### src/rtl/rr_pick.sv
// rr_pick -- combinational round-robin selector.
//
// Picks the first set bit of req_i strictly after position last_i, walking
// upward and wrapping past NUM_CORES-1 back to 0. last_i itself is checked
// last, so a lone requester that was served most recently can win again.
//
// Ports
//   req_i    in  NUM_CORES  request vector, one bit per core
//   last_i   in  IDW        index served most recently
//   idx_o    out IDW        winning index (0 when nothing requests)
//   found_o  out 1          high when at least one request is present
module rr_pick #(
  parameter int NUM_CORES = 4,
  parameter int IDW       = 2
) (
  input  logic [NUM_CORES-1:0] req_i,
  input  logic [IDW-1:0]       last_i,
  output logic [IDW-1:0]       idx_o,
  output logic                 found_o
);

  localparam int SHW = IDW + 1;
  localparam int SW  = IDW + 2;

  logic [SHW-1:0]       shamt_s;
  logic [NUM_CORES-1:0] rot_s;
  logic [SW-1:0]        off_s;
  logic [SW-1:0]        sum_s;

  // Rotate requests so bit 0 is the core right after last_i, find the lowest
  // set bit, then map the offset back to an absolute index modulo NUM_CORES.
  always_comb begin
    shamt_s = {1'b0, last_i} + SHW'(1);
    // Doubling the vector makes the rotation a plain shift; any shift up to
    // NUM_CORES still leaves NUM_CORES valid bits at the bottom.
    rot_s   = NUM_CORES'({req_i, req_i} >> shamt_s);
    found_o = |rot_s;
    off_s   = '0;
    // Descending scan: the last assignment made is the lowest set bit.
    for (int p = NUM_CORES - 1; p >= 0; p--) begin
      off_s = rot_s[p] ? SW'(p) : off_s;
    end
    // last + 1 + off never exceeds 2*NUM_CORES-1, so one subtraction wraps it.
    sum_s = {2'b00, last_i} + SW'(1) + off_s;
    if (sum_s >= SW'(NUM_CORES)) begin
      idx_o = IDW'(sum_s - SW'(NUM_CORES));
    end else begin
      idx_o = IDW'(sum_s);
    end
  end

endmodule

### src/rtl/core_stream_arbiter.sv
// core_stream_arbiter -- merges NUM_CORES AXI-Stream byte streams into one
// stream with packet atomicity. Grants are round-robin, one arbitration cycle
// between packets; once a core is granted it keeps the grant until its tlast
// beat transfers, even if its tvalid drops in between.
//
// Ports
//   i_clk     in  1            clock, rising edge
//   i_rst     in  1            synchronous active-high reset
//   i_tdata   in  8*NUM_CORES  per-core byte, core k in [8k+7:8k]
//   i_tlast   in  NUM_CORES    per-core end-of-packet
//   i_tvalid  in  NUM_CORES    per-core beat valid
//   o_tready  out NUM_CORES    per-core beat accept (only the granted core)
//   o_tdata   out 8            merged byte (registered)
//   o_tlast   out 1            merged end-of-packet (registered)
//   o_tvalid  out 1            merged beat valid (registered)
//   i_tready  in  1            downstream accept
//   o_tid     out IDW          core that sourced the current output beat
//   o_busy    out 1            high while a packet grant is held
module core_stream_arbiter #(
  parameter int NUM_CORES = 4
) (
  input  logic                                                  i_clk,
  input  logic                                                  i_rst,
  input  logic [8*NUM_CORES-1:0]                                i_tdata,
  input  logic [NUM_CORES-1:0]                                  i_tlast,
  input  logic [NUM_CORES-1:0]                                  i_tvalid,
  output logic [NUM_CORES-1:0]                                  o_tready,
  output logic [7:0]                                            o_tdata,
  output logic                                                  o_tlast,
  output logic                                                  o_tvalid,
  input  logic                                                  i_tready,
  output logic [((NUM_CORES > 1) ? $clog2(NUM_CORES) : 1)-1:0]  o_tid,
  output logic                                                  o_busy
);

  localparam int IDW = (NUM_CORES > 1) ? $clog2(NUM_CORES) : 1;

  localparam logic [0:0]     ST_IDLE  = 1'b0;
  localparam logic [0:0]     ST_LOCK  = 1'b1;
  // Reset to the top index so core 0 is the first one after it.
  localparam logic [IDW-1:0] LAST_RST = IDW'(NUM_CORES - 1);

  logic [0:0]           state_q,  state_d;
  logic [IDW-1:0]       grant_q,  grant_d;
  logic [IDW-1:0]       last_g_q, last_g_d;
  logic [7:0]           tdata_q,  tdata_d;
  logic                 tlast_q,  tlast_d;
  logic [IDW-1:0]       tid_q,    tid_d;
  logic                 tvalid_q, tvalid_d;

  logic [IDW-1:0]       pick_idx_s;
  logic                 pick_found_s;
  logic                 sel_valid_s;
  logic                 sel_last_s;
  logic [7:0]           sel_data_s;
  logic                 out_free_s;
  logic                 xfer_s;
  logic [NUM_CORES-1:0] tready_s;

  rr_pick #(
    .NUM_CORES (NUM_CORES),
    .IDW       (IDW)
  ) u_rr_pick (
    .req_i   (i_tvalid),
    .last_i  (last_g_q),
    .idx_o   (pick_idx_s),
    .found_o (pick_found_s)
  );

  // Select the granted core's valid/last/data.
  always_comb begin
    sel_valid_s = 1'b0;
    sel_last_s  = 1'b0;
    sel_data_s  = 8'h00;
    for (int k = 0; k < NUM_CORES; k++) begin
      sel_valid_s = (IDW'(k) == grant_q) ? i_tvalid[k]         : sel_valid_s;
      sel_last_s  = (IDW'(k) == grant_q) ? i_tlast[k]          : sel_last_s;
      sel_data_s  = (IDW'(k) == grant_q) ? i_tdata[8*k +: 8]   : sel_data_s;
    end
  end

  // The output register can take a beat when empty or being drained now;
  // only the granted core sees ready, and only while locked.
  always_comb begin
    out_free_s = !tvalid_q || i_tready;
    tready_s   = '0;
    for (int k = 0; k < NUM_CORES; k++) begin
      tready_s[k] = (state_q == ST_LOCK) && (IDW'(k) == grant_q) && out_free_s;
    end
    xfer_s = (state_q == ST_LOCK) && sel_valid_s && out_free_s;
  end

  // Next-state: arbitration in IDLE, beat transfer and packet end in LOCK.
  always_comb begin
    state_d  = state_q;
    grant_d  = grant_q;
    last_g_d = last_g_q;
    tdata_d  = tdata_q;
    tlast_d  = tlast_q;
    tid_d    = tid_q;
    // A held beat leaves once downstream accepts it; a refill below overrides.
    tvalid_d = tvalid_q && !i_tready;
    case (state_q)
      ST_IDLE: begin
        if (pick_found_s) begin
          state_d = ST_LOCK;
          grant_d = pick_idx_s;
        end else begin
          state_d = ST_IDLE;
        end
      end
      ST_LOCK: begin
        if (xfer_s) begin
          tdata_d  = sel_data_s;
          tlast_d  = sel_last_s;
          tid_d    = grant_q;
          tvalid_d = 1'b1;
          if (sel_last_s) begin
            state_d  = ST_IDLE;
            last_g_d = grant_q;
          end else begin
            state_d = ST_LOCK;
          end
        end else begin
          state_d = ST_LOCK;
        end
      end
      default: begin
        state_d = ST_IDLE;
      end
    endcase
  end

  // State and output registers; reset drops any held beat and partial grant.
  always_ff @(posedge i_clk) begin
    if (i_rst) begin
      state_q  <= ST_IDLE;
      grant_q  <= '0;
      last_g_q <= LAST_RST;
      tdata_q  <= 8'h00;
      tlast_q  <= 1'b0;
      tid_q    <= '0;
      tvalid_q <= 1'b0;
    end else begin
      state_q  <= state_d;
      grant_q  <= grant_d;
      last_g_q <= last_g_d;
      tdata_q  <= tdata_d;
      tlast_q  <= tlast_d;
      tid_q    <= tid_d;
      tvalid_q <= tvalid_d;
    end
  end

  assign o_tready = tready_s;
  assign o_tdata  = tdata_q;
  assign o_tlast  = tlast_q;
  assign o_tvalid = tvalid_q;
  assign o_tid    = tid_q;
  assign o_busy   = (state_q == ST_LOCK);

endmodule

### config.mk
export PLATFORM = sky130hd
export DESIGN_NAME = core_stream_arbiter
export DESIGN_NICKNAME = d
export VERILOG_FILES = /design/src/rtl/rr_pick.sv /design/src/rtl/core_stream_arbiter.sv
export SDC_FILE = /design/constraint.sdc
export NUM_CORES = 1
export LEC_CHECK = 0
export ABC_AREA = 1
export CAP_MARGIN = 20
export CORE_MARGIN = 2
export CORE_UTILIZATION = 39
export DETAILED_ROUTE_END_ITERATION = 10
export PLACE_DENSITY_LB_ADDON = 0.12
export SKIP_CTS_REPAIR_TIMING = 1
export SYNTH_ARGS = -nofsm -noshare
export SYNTH_HDL_FRONTEND = slang
export SYNTH_SLANG_ARGS = --single-unit
### constraint.sdc
create_clock -name i_clk -period 2.2 [get_ports i_clk]
set_input_delay 0.44 -clock i_clk [delete_from_list [all_inputs] [get_ports i_clk]]
set_output_delay 0.44 -clock i_clk [all_outputs]
set_load 0.01 [all_outputs]
Word-level counts from Yosys, hierarchy flattened
Cells that the tools add are included.
{"block": "classes", "div_mod_pow": 0, "shift": 1, "n_lt_le_gt_ge": 1, "n_reduce_logical": 19, "n_eq_ne": 3, "addsub": 4, "multipliers": 0, "n_bitwise": 1, "n_mux": 23}
{"op": "$mux W8", "count": 4}
{"op": "$mux W1", "count": 13}
{"op": "$mux W4", "count": 3}
{"op": "$logic_and A1 B1 Y1", "count": 11}
{"op": "$shr A8 B3 Y4", "count": 1}
{"op": "$add A2 B1 Y3 const B", "count": 2}
{"op": "$add A3 B4 Y4", "count": 1}
{"op": "$eq A2 B2 Y1 const A", "count": 2}
{"op": "$ge A4 B3 Y1 const B", "count": 1}
{"op": "$mux W2", "count": 2}
{"op": "$reduce_and A2 Y1", "count": 2}
{"op": "$reduce_or A4 Y1", "count": 1}
{"op": "$reduce_and A3 Y1", "count": 1}
{"op": "$eq A1 B2 Y1 const A", "count": 1}
{"op": "$logic_not A1 Y1", "count": 2}
{"op": "$logic_not A2 Y1", "count": 1}
{"op": "$pmux W1 S2", "count": 1}
{"op": "$sub A2 B1 Y2 const B", "count": 1}
{"op": "$logic_or A1 B1 Y1", "count": 1}
{"op": "$not A1 Y1", "count": 1}
{"block": "word_totals", "elab_cells": 59, "mem_count": 0, "mem_bits_rw": 0, "inputBits": 43, "output_inout_bits": 17, "latch_bits": 0, "mem_bits_ro": 0, "ff_bits": 17}

Depth between registers and ports, before layout
Gate-level depths: netlist of run 1.
{"block": "logic_depth", "ltp_word": 9, "mapped_depth": 15, "mapped_depth_nobuf": 15}

By module
Synthesis of run 1 repeated with hierarchy kept, for this count alone.
{"block": "unflattened", "cells_unflattened": 203, "hier_area_um2": 1192.4}
{"mod": "core_stream_arbiter", "area_each_um2": 1022.2, "cells_each": 165, "instances": 1}
{"mod": "rr_pick", "area_each_um2": 170.2, "cells_each": 38, "instances": 1}

Least setup slack after synthesis of run 1
OpenSTA, ideal clock, no wires.
{"block": "synth_timing", "kind": "reg2reg", "startpoint": "register last_g_q[0]", "endpoint": "register grant_q[1]", "path_buffers": 0, "path_stages_with_launch": 15, "setup_time_ps": 113, "arrival_time_ps": 1450, "path_slack_ps": 637, "required_ps": 2087, "synth_period_minus_slack_ps": 1563, "cell_sequence": "dfxtp_1 inv_1 nand2_1 nand3_1 nand2_1 nand3_1 nand2_1 nand2_1 ha_1 xnor2_1 nand3_1 nand2_1 nand2_1 nand2_1 nor2_1"}
{"block": "synth_via", "elab_chain_cells": 9, "elab_cells_between_ends": 13, "cone_classes": "add/sub: 4; order compare: 1; shift: 1; mux: 5; reduce/logical: 2"}
{"item": "start, declared", "line": "core_stream_arbiter.sv:45", "source": "logic [IDW-1:0] last_g_q, last_g_d;"}
{"item": "start signal, assigned", "line": "core_stream_arbiter.sv:147", "source": "last_g_q <= last_g_d;"}
{"item": "$add A2 B1 Y3", "line": "rr_pick.sv:33, rr_pick.sv:44"}
{"item": "$shr A8 B3 Y4", "line": "rr_pick.sv:36", "source": "rot_s = NUM_CORES'({req_i, req_i} >> shamt_s);"}
{"item": "$mux W2", "line": "rr_pick.sv:41", "source": "off_s = rot_s[p] ? SW'(p) : off_s;"}
{"item": "$mux W4 (3 in a row)", "line": "rr_pick.sv:41"}
{"item": "$add A3 B4 Y4", "line": "rr_pick.sv:44", "source": "sum_s = {2'b00, last_i} + SW'(1) + off_s;"}
{"item": "$ge A4 B3 Y1 / $sub A2 B1 Y2 (equally long branches)", "line": "rr_pick.sv:45, rr_pick.sv:46"}
{"item": "$mux W2", "line": "rr_pick.sv:45", "source": "if (sum_s >= SW'(NUM_CORES)) begin"}
{"item": "end signal, assigned", "line": "core_stream_arbiter.sv:146", "source": "grant_q <= grant_d;"}
{"item": "end, declared", "line": "core_stream_arbiter.sv:44", "source": "logic [IDW-1:0] grant_q, grant_d;"}
Parallel ways exist; a longest one is shown, timed or not.
A chain may end at the register's enable or synchronous reset.

Final worst setup path of run 1
{"block": "layout_timing", "startpoint": "input port i_tready", "endpoint": "output port o_tready[1]"}
{"block": "layout_via", "elab_chain_cells": 2}
{"item": "start, declared", "line": "core_stream_arbiter.sv:31", "source": "input logic i_tready,"}
{"item": "$logic_or A1 B1 Y1", "line": "core_stream_arbiter.sv:85", "source": "out_free_s = !tvalid_q || i_tready;"}
{"item": "$logic_and A1 B1 Y1", "line": "core_stream_arbiter.sv:88", "source": "tready_s[k] = (state_q == ST_LOCK) && (IDW'(k) == grant_q) && out_free_s;"}
{"item": "end, declared", "line": "core_stream_arbiter.sv:27", "source": "output logic [NUM_CORES-1:0] o_tready,"}
No other way between the ends.

==> run metrics, run 1 <==
status complete, no violations; CTS tree done; Worst path slowest cell clkdlybuf4s50_1; CP startpoint kind input port; Worst path depth 6; Port Buf Inserts 59; initial antenna violation count 0; Core Util, Final 65.4%; die area 0.00336 mm^2; Cell Pwr Density 804 mW/mm^2; Layout Nets 293; busiest grt layer met2; leakage 0.838 nW; RSZ-0062 raised after global routing no; total number of yosys warnings 0; met3 GRT Util 4.69%; Clock transition at path regs 120 ps; Worst Path Buf+Inv 3; #FFs+latches synth 17; post-layout min period 1980 ps; 1st-iter DRT viols 47; ANT cells 0; Pint 823 uW; crit-path max FO 4; clock sink count 17; routability cong. 0.791; Slew HR 75.6%; Site Rows 19; CP Data Arrival Time 1540 ps; Num CTS Buffers 3; met2 usage 34.9%; setup TNS 0 ps; Max Root-Sink Buffers 2; switching power 628 uW; Critical Path RT 1760 ps; Seq pwr share 30.3%; ANT nets after route 0; Max Cap Violations 0; maximum clock rate 505 MHz; switching share of power 43.3%; largest net degree at the start of global routing 18; clk_lat worst skew 300 ps; GR Util met1 27.3%; Fillers 265; Syn Inst Count 185; worst hold stages 2; Netlist cell types 24; starting density of the core 41.2%; die span in x 58.0 um; Worst-Margin Slew 365 ps; maximum vdd drop 0.000564 V; Setup CP Type input port to output pin; cell family with most CP delay buffers and inverters; # IOs 60; clock skew 15.0 ps; Syn-to-layout area delta 58.8%; vias in the first global route 1282; multi-input logic area 697 um^2; Min-Delay Path Class flop to flop; Final period util 90.0%; commonest non-fill, non-tap cell in the layout nand2_1; final WL 3390 um; syn nets 229; R2R cell count 14; root buffer selected by CTS clkbuf_4; Die Ht 58.0 um; crit-path max cell delay 460 ps; Via density 5.13; Vias 1432; clock power share 12.1%; Syn Std Cell Area 0.00114 mm^2; layout cells sized above 1 9.27%; drt first pass iters 4; post-route design area 0.00180 mm^2; sequential-to-total area share from yosys stat 30.0%; Post-route DRC 0; synthesized area per cell 6.14 um^2; sequential cell area 340 um^2; Worst setup EP type output pin; Fin. Hold Viols 0; Placed Area 0.00177 mm^2; Finish-stage setup viols 0; CP cell instances clkdlybuf4s50_1 > nor2_1 > inv_1 > nand2_1 > nor3_1 > dlymetal6s2s_1; global-route usage over all layers 20.8%; Detail Placement HPWL 2620 um; first-pass GRT wire length 5540 um; commonest non-fill, non-tap cells in the layout nand2_1 (69), clkdlybuf4s50_1 (55), nand3_1 (25), dfxtp_1 (17), nor2_1 (14); WL per Instance 12.2 um; Slew Limit Fails 0; htree depth 1; Comb pwr share 57.6%; CORE AREA 0.00276 mm^2; total gr overflow 0
[logic make-up after synthesis]
logic type | Yosys count | share of synthesized area, %
AOI/OAI and AO/OA | 24 | 12.2
adders and majority gates | 1 | 1.10
and+or+nand+nor | 122 | 47.2
buffers and inverters | 20 | 8.70
DFF | 17 | 30.0
xor gates and xnor gates | 1 | 0.771
[registers in the layout, indices dropped and copies added, names as in the netlist]
name and count:
o_tdata 8, grant_q 2, last_g_q 2, o_tid 2
o_busy 1, o_tlast 1, o_tvalid 1
[layout make-up]
cell class              instances  area share, %
multi-input cells             148           38.6
repair buffers                 65           35.8
flip-flops and latches         17           18.9
inverters                      14           3.05
well taps                      31           2.15
clock buffers                   3           1.25
clock inverters                 1          0.277
[worst paths after layout]
kind | from | end | slack, ps
worst max-delay path | i_tready | o_tready[1] | 220
worst min-delay path | o_tlast$_SDFFE_PP0P_ | o_tlast$_SDFFE_PP0P_ | 470
worst max register to register | last_g_q[0]$_SDFFE_PP1P_ | grant_q[1]$_SDFFE_PP0P_ | 380
worst min register to register | o_tlast$_SDFFE_PP0P_ | o_tlast$_SDFFE_PP0P_ | 470
[synthesized netlist by cell type]
cell       n  area [um^2]
a21oi_1    4         20.0
a21oi_2    5         43.8
buf_2      2         10.0
buf_4      1         7.51
buf_6      2         22.5
clkbuf_1   1         3.75
dfxtp_1   17          340
ha_1       1         12.5
inv_1     12         45.0
inv_2      1         3.75
inv_4      1         6.26
nand2_1   69          259
nand2_2    2         12.5
nand3_1   25          125
nand3_4    1         17.5
nand4_1    4         25.0
nor2_1    14         52.6
nor2_2     2         12.5
nor2_4     1         11.3
nor3_1     3         15.0
o21ai_0   12         60.1
o21ai_1    3         15.0
or2_0      1         6.26
xnor2_1    1         8.76
[per-stage QoR]
| stage | power (mW) | hold WS [ps] | setup WS (ps) | cells |
|---|---|---|---|---|
| 6_report | 1.45 | 474 | 220 | 279 |
| 5_1_grt | 1.57 | 498 | 166 | 279 |
| 4_1_cts | 1.46 | 474 | -100 | 279 |
| 3_5_place_dp | 1.28 | 456 | -96.7 | 275 |
| 3_3_place_gp | 1.27 | 455 | -28.4 | 275 |
| 2_1_floorplan | 0.971 | 484 | 637 | 185 |
[power by group through the flow]
| stage | clock (mW) | sequential, mW | combinational (mW) |
|---|---|---|---|
| after global placement | 0 | 0.445 | 0.827 |
| after floorplan | 0 | 0.446 | 0.525 |
| after global routing | 0.196 | 0.450 | 0.928 |
| after CTS | 0.180 | 0.439 | 0.839 |
| final | 0.175 | 0.440 | 0.836 |
| after detailed placement | 0 | 0.445 | 0.836 |
[worst register-to-register path, stage by stage (launching register included)]
cell and delay [ps]:
dfxtp_1 440, inv_1 140, nand2_1 100, nand3_1 60, nand2_1 100, nand3_1 70, nand2_1 60, nand2_1 50
ha_1 180, xnor2_1 180, nand3_1 100, nand2_1 70, nand2_1 50, nand2_1 70, nor2_1 40
[layer usage]
metal	wire (um)	part of all wire, %	up-vias
met4	40	1.2	0
met5	0	0	-
met2	1620	48	54
met1	1510	44	642
li1	-	-	732
met3	223	6.6	4
Power figures use the tool's default switching activity.
==> inputs of run 2 (changes only) <==
CORE_UTILIZATION = 35   (was 39)
clock period = 1.64 ns   (was 2.2 ns; I/O delays follow)
==> run metrics, run 2 (synthesis results as in run 1) <==
global-route usage over all layers 19.7% (-1.1 points); CP startpoint kind flop; clock skew 11.5 ps (-3.52 ps); Clock transition at path regs 110 ps (about the same); Syn-to-layout area delta 80.1%; initial antenna violation count 0 (unchanged); reg-to-reg startpoint last_g_q[0]$_SDFFE_PP1P_; final WL 3540 um (+4.5%); Max Cap Violations 0 (unchanged); commonest non-fill, non-tap cell in the layout nand2_1; status complete, no violations; starting density of the core 36.9% (-4.3 points); ANT nets after route 0 (unchanged); vias in the first global route 1210 (-5.6%); crit-path max FO 5 (+1); Post-route DRC 0 (unchanged); Num CTS Buffers 3 (unchanged); worst reg-to-reg setup slack 20 ps (-360 ps); worst hold stages 2 (unchanged); leakage 0.951 nW (+13%); total power 2.20 mW (+52%); Vias 1431 (-0.070%); Worst setup EP type flop; CTS tree done; Port Buf Inserts 59 (unchanged); post-layout min period 1620 ps; Die Ht 61.0 um (+5.2%); # IOs 60 (unchanged); 1st-iter DRT viols 32 (-32%); Site Rows 20 (+1); Slew HR 81.4% (+5.7 points); Min-Delay Endpoint o_tlast$_SDFFE_PP0P_; die area 0.00372 mm^2 (+11%); root buffer selected by CTS clkbuf_4; Setup CP Type flop to flop; first-pass GRT wire length 5310 um (-4.1%); RSZ-0062 raised after global routing yes; clk_lat worst skew 310 ps (about the same); commonest non-fill, non-tap cells in the layout nand2_1 (62), clkdlybuf4s50_1 (50), buf_4 (20), nand3_1 (19), nor2_1 (14); Max Root-Sink Buffers 2 (unchanged); R2R cell count 14 (unchanged); Detail Placement HPWL 2680 um (+2.3%); Layout Nets 310 (+5.8%); layout cells sized above 1 24.9% (+16 points); total gr overflow 0 (unchanged); WL per Instance 11.5 um (-5.6%); Critical Path RT 1840 ps (+80 ps); Cell Pwr Density 1080 mW/mm^2 (+34%); Final period util 99.0%; Finish-stage setup viols 0 (unchanged); die span in x 61.0 um (+5.2%); WHS 471 ps (-3.44 ps); maximum clock rate 616 MHz; CORE AREA 0.00308 mm^2 (+12%); ANT cells 0 (unchanged); Worst-Margin Slew 279 ps (-86.4 ps); r2r endpoint grant_q[1]$_SDFFE_PP0P_; critical hold path startpoint o_tlast$_SDFFE_PP0P_; Fin. Hold Viols 0 (unchanged); CP Data Arrival Time 1830 ps (+290 ps); htree depth 1 (unchanged); maximum vdd drop 0.000584 V (+3.4%); Min-Delay Path Class flop to flop; drt first pass iters 4 (unchanged); routability cong. 0.799 (+1.0%); Slew Limit Fails 0 (unchanged); largest net degree at the start of global routing 18 (unchanged); clock sink count 17 (unchanged); Via density 4.63 (-9.8%); max reg flops 8 (unchanged)
==> run 2: power breakdown <==
part | leakage [nW] | switching, mW | total [mW] | internal, mW
logic | 0.795 | 0.703 | 1.38 | 0.681
clock network | 0.0177 | 0.149 | 0.240 | 0.0912
registers | 0.139 | 0.0709 | 0.580 | 0.509
==> run 2: worst max-delay path by stage <==
stage | from | cells past startpoint | to
floorplan | last_g_q[0]$_SDFFE_PP1P_ | 14 | grant_q[1]$_SDFFE_PP0P_
global placement | i_tready | 6 | o_tready[1]
detailed placement | i_tready | 6 | o_tready[0]
CTS | i_tready | 6 | o_tready[0]
global route | last_g_q[0]$_SDFFE_PP1P_ | 15 | grant_q[1]$_SDFFE_PP0P_
finish | last_g_q[0]$_SDFFE_PP1P_ | 14 | grant_q[1]$_SDFFE_PP0P_
==> run 2: worst max-delay path, cell delays in order (launching register included) <==
cell and delay [ps]:
dfxtp_2 340, buf_6 130, nand2_4 60, nand3_2 80, nand2_2 80, nand3_2 60
nand2_1 60, nand2_1 50, ha_2 190, xnor2_2 170, nand3_1 90, nand2_1 70
nand2_1 50, nand2_1 60, nor2_1 40
==> run 2: metrics by stage <==
stage	instances	TNS [ps]	util [%]	instance area (um^2)	setup slack (ps)
2_1_floorplan	185	0	-	1140	77.4
3_3_place_gp	302	-3120	61.7	1900	-383
3_5_place_dp	302	-3320	61.7	1900	-407
4_1_cts	306	-1560	62.6	1930	-405
5_1_grt	309	-124	66.5	2050	-115
6_report	309	0	66.5	2050	17.2
==> run 2: area by class of cell <==
cell class                 instances  area, um^2
fill                             298        1030
timing repair buffer              82         783
multi-input combinational        148         779
sequential                        17         345
inverter                          14        55.1
tap                               44        55.1
clock buffer                       3        22.5
clock inverter                     1        5.00
==> run 2: routing by layer <==
metal	share of wire (%)	global-route usage (%)	vias to the layer above	wire [um]
li1	-	-	761	-
met1	47	25.4	626	1670
met2	46	32.0	39	1630
met3	5.4	4.69	5	193
met4	1.4	7.45	0	48
met5	0	0	-	0
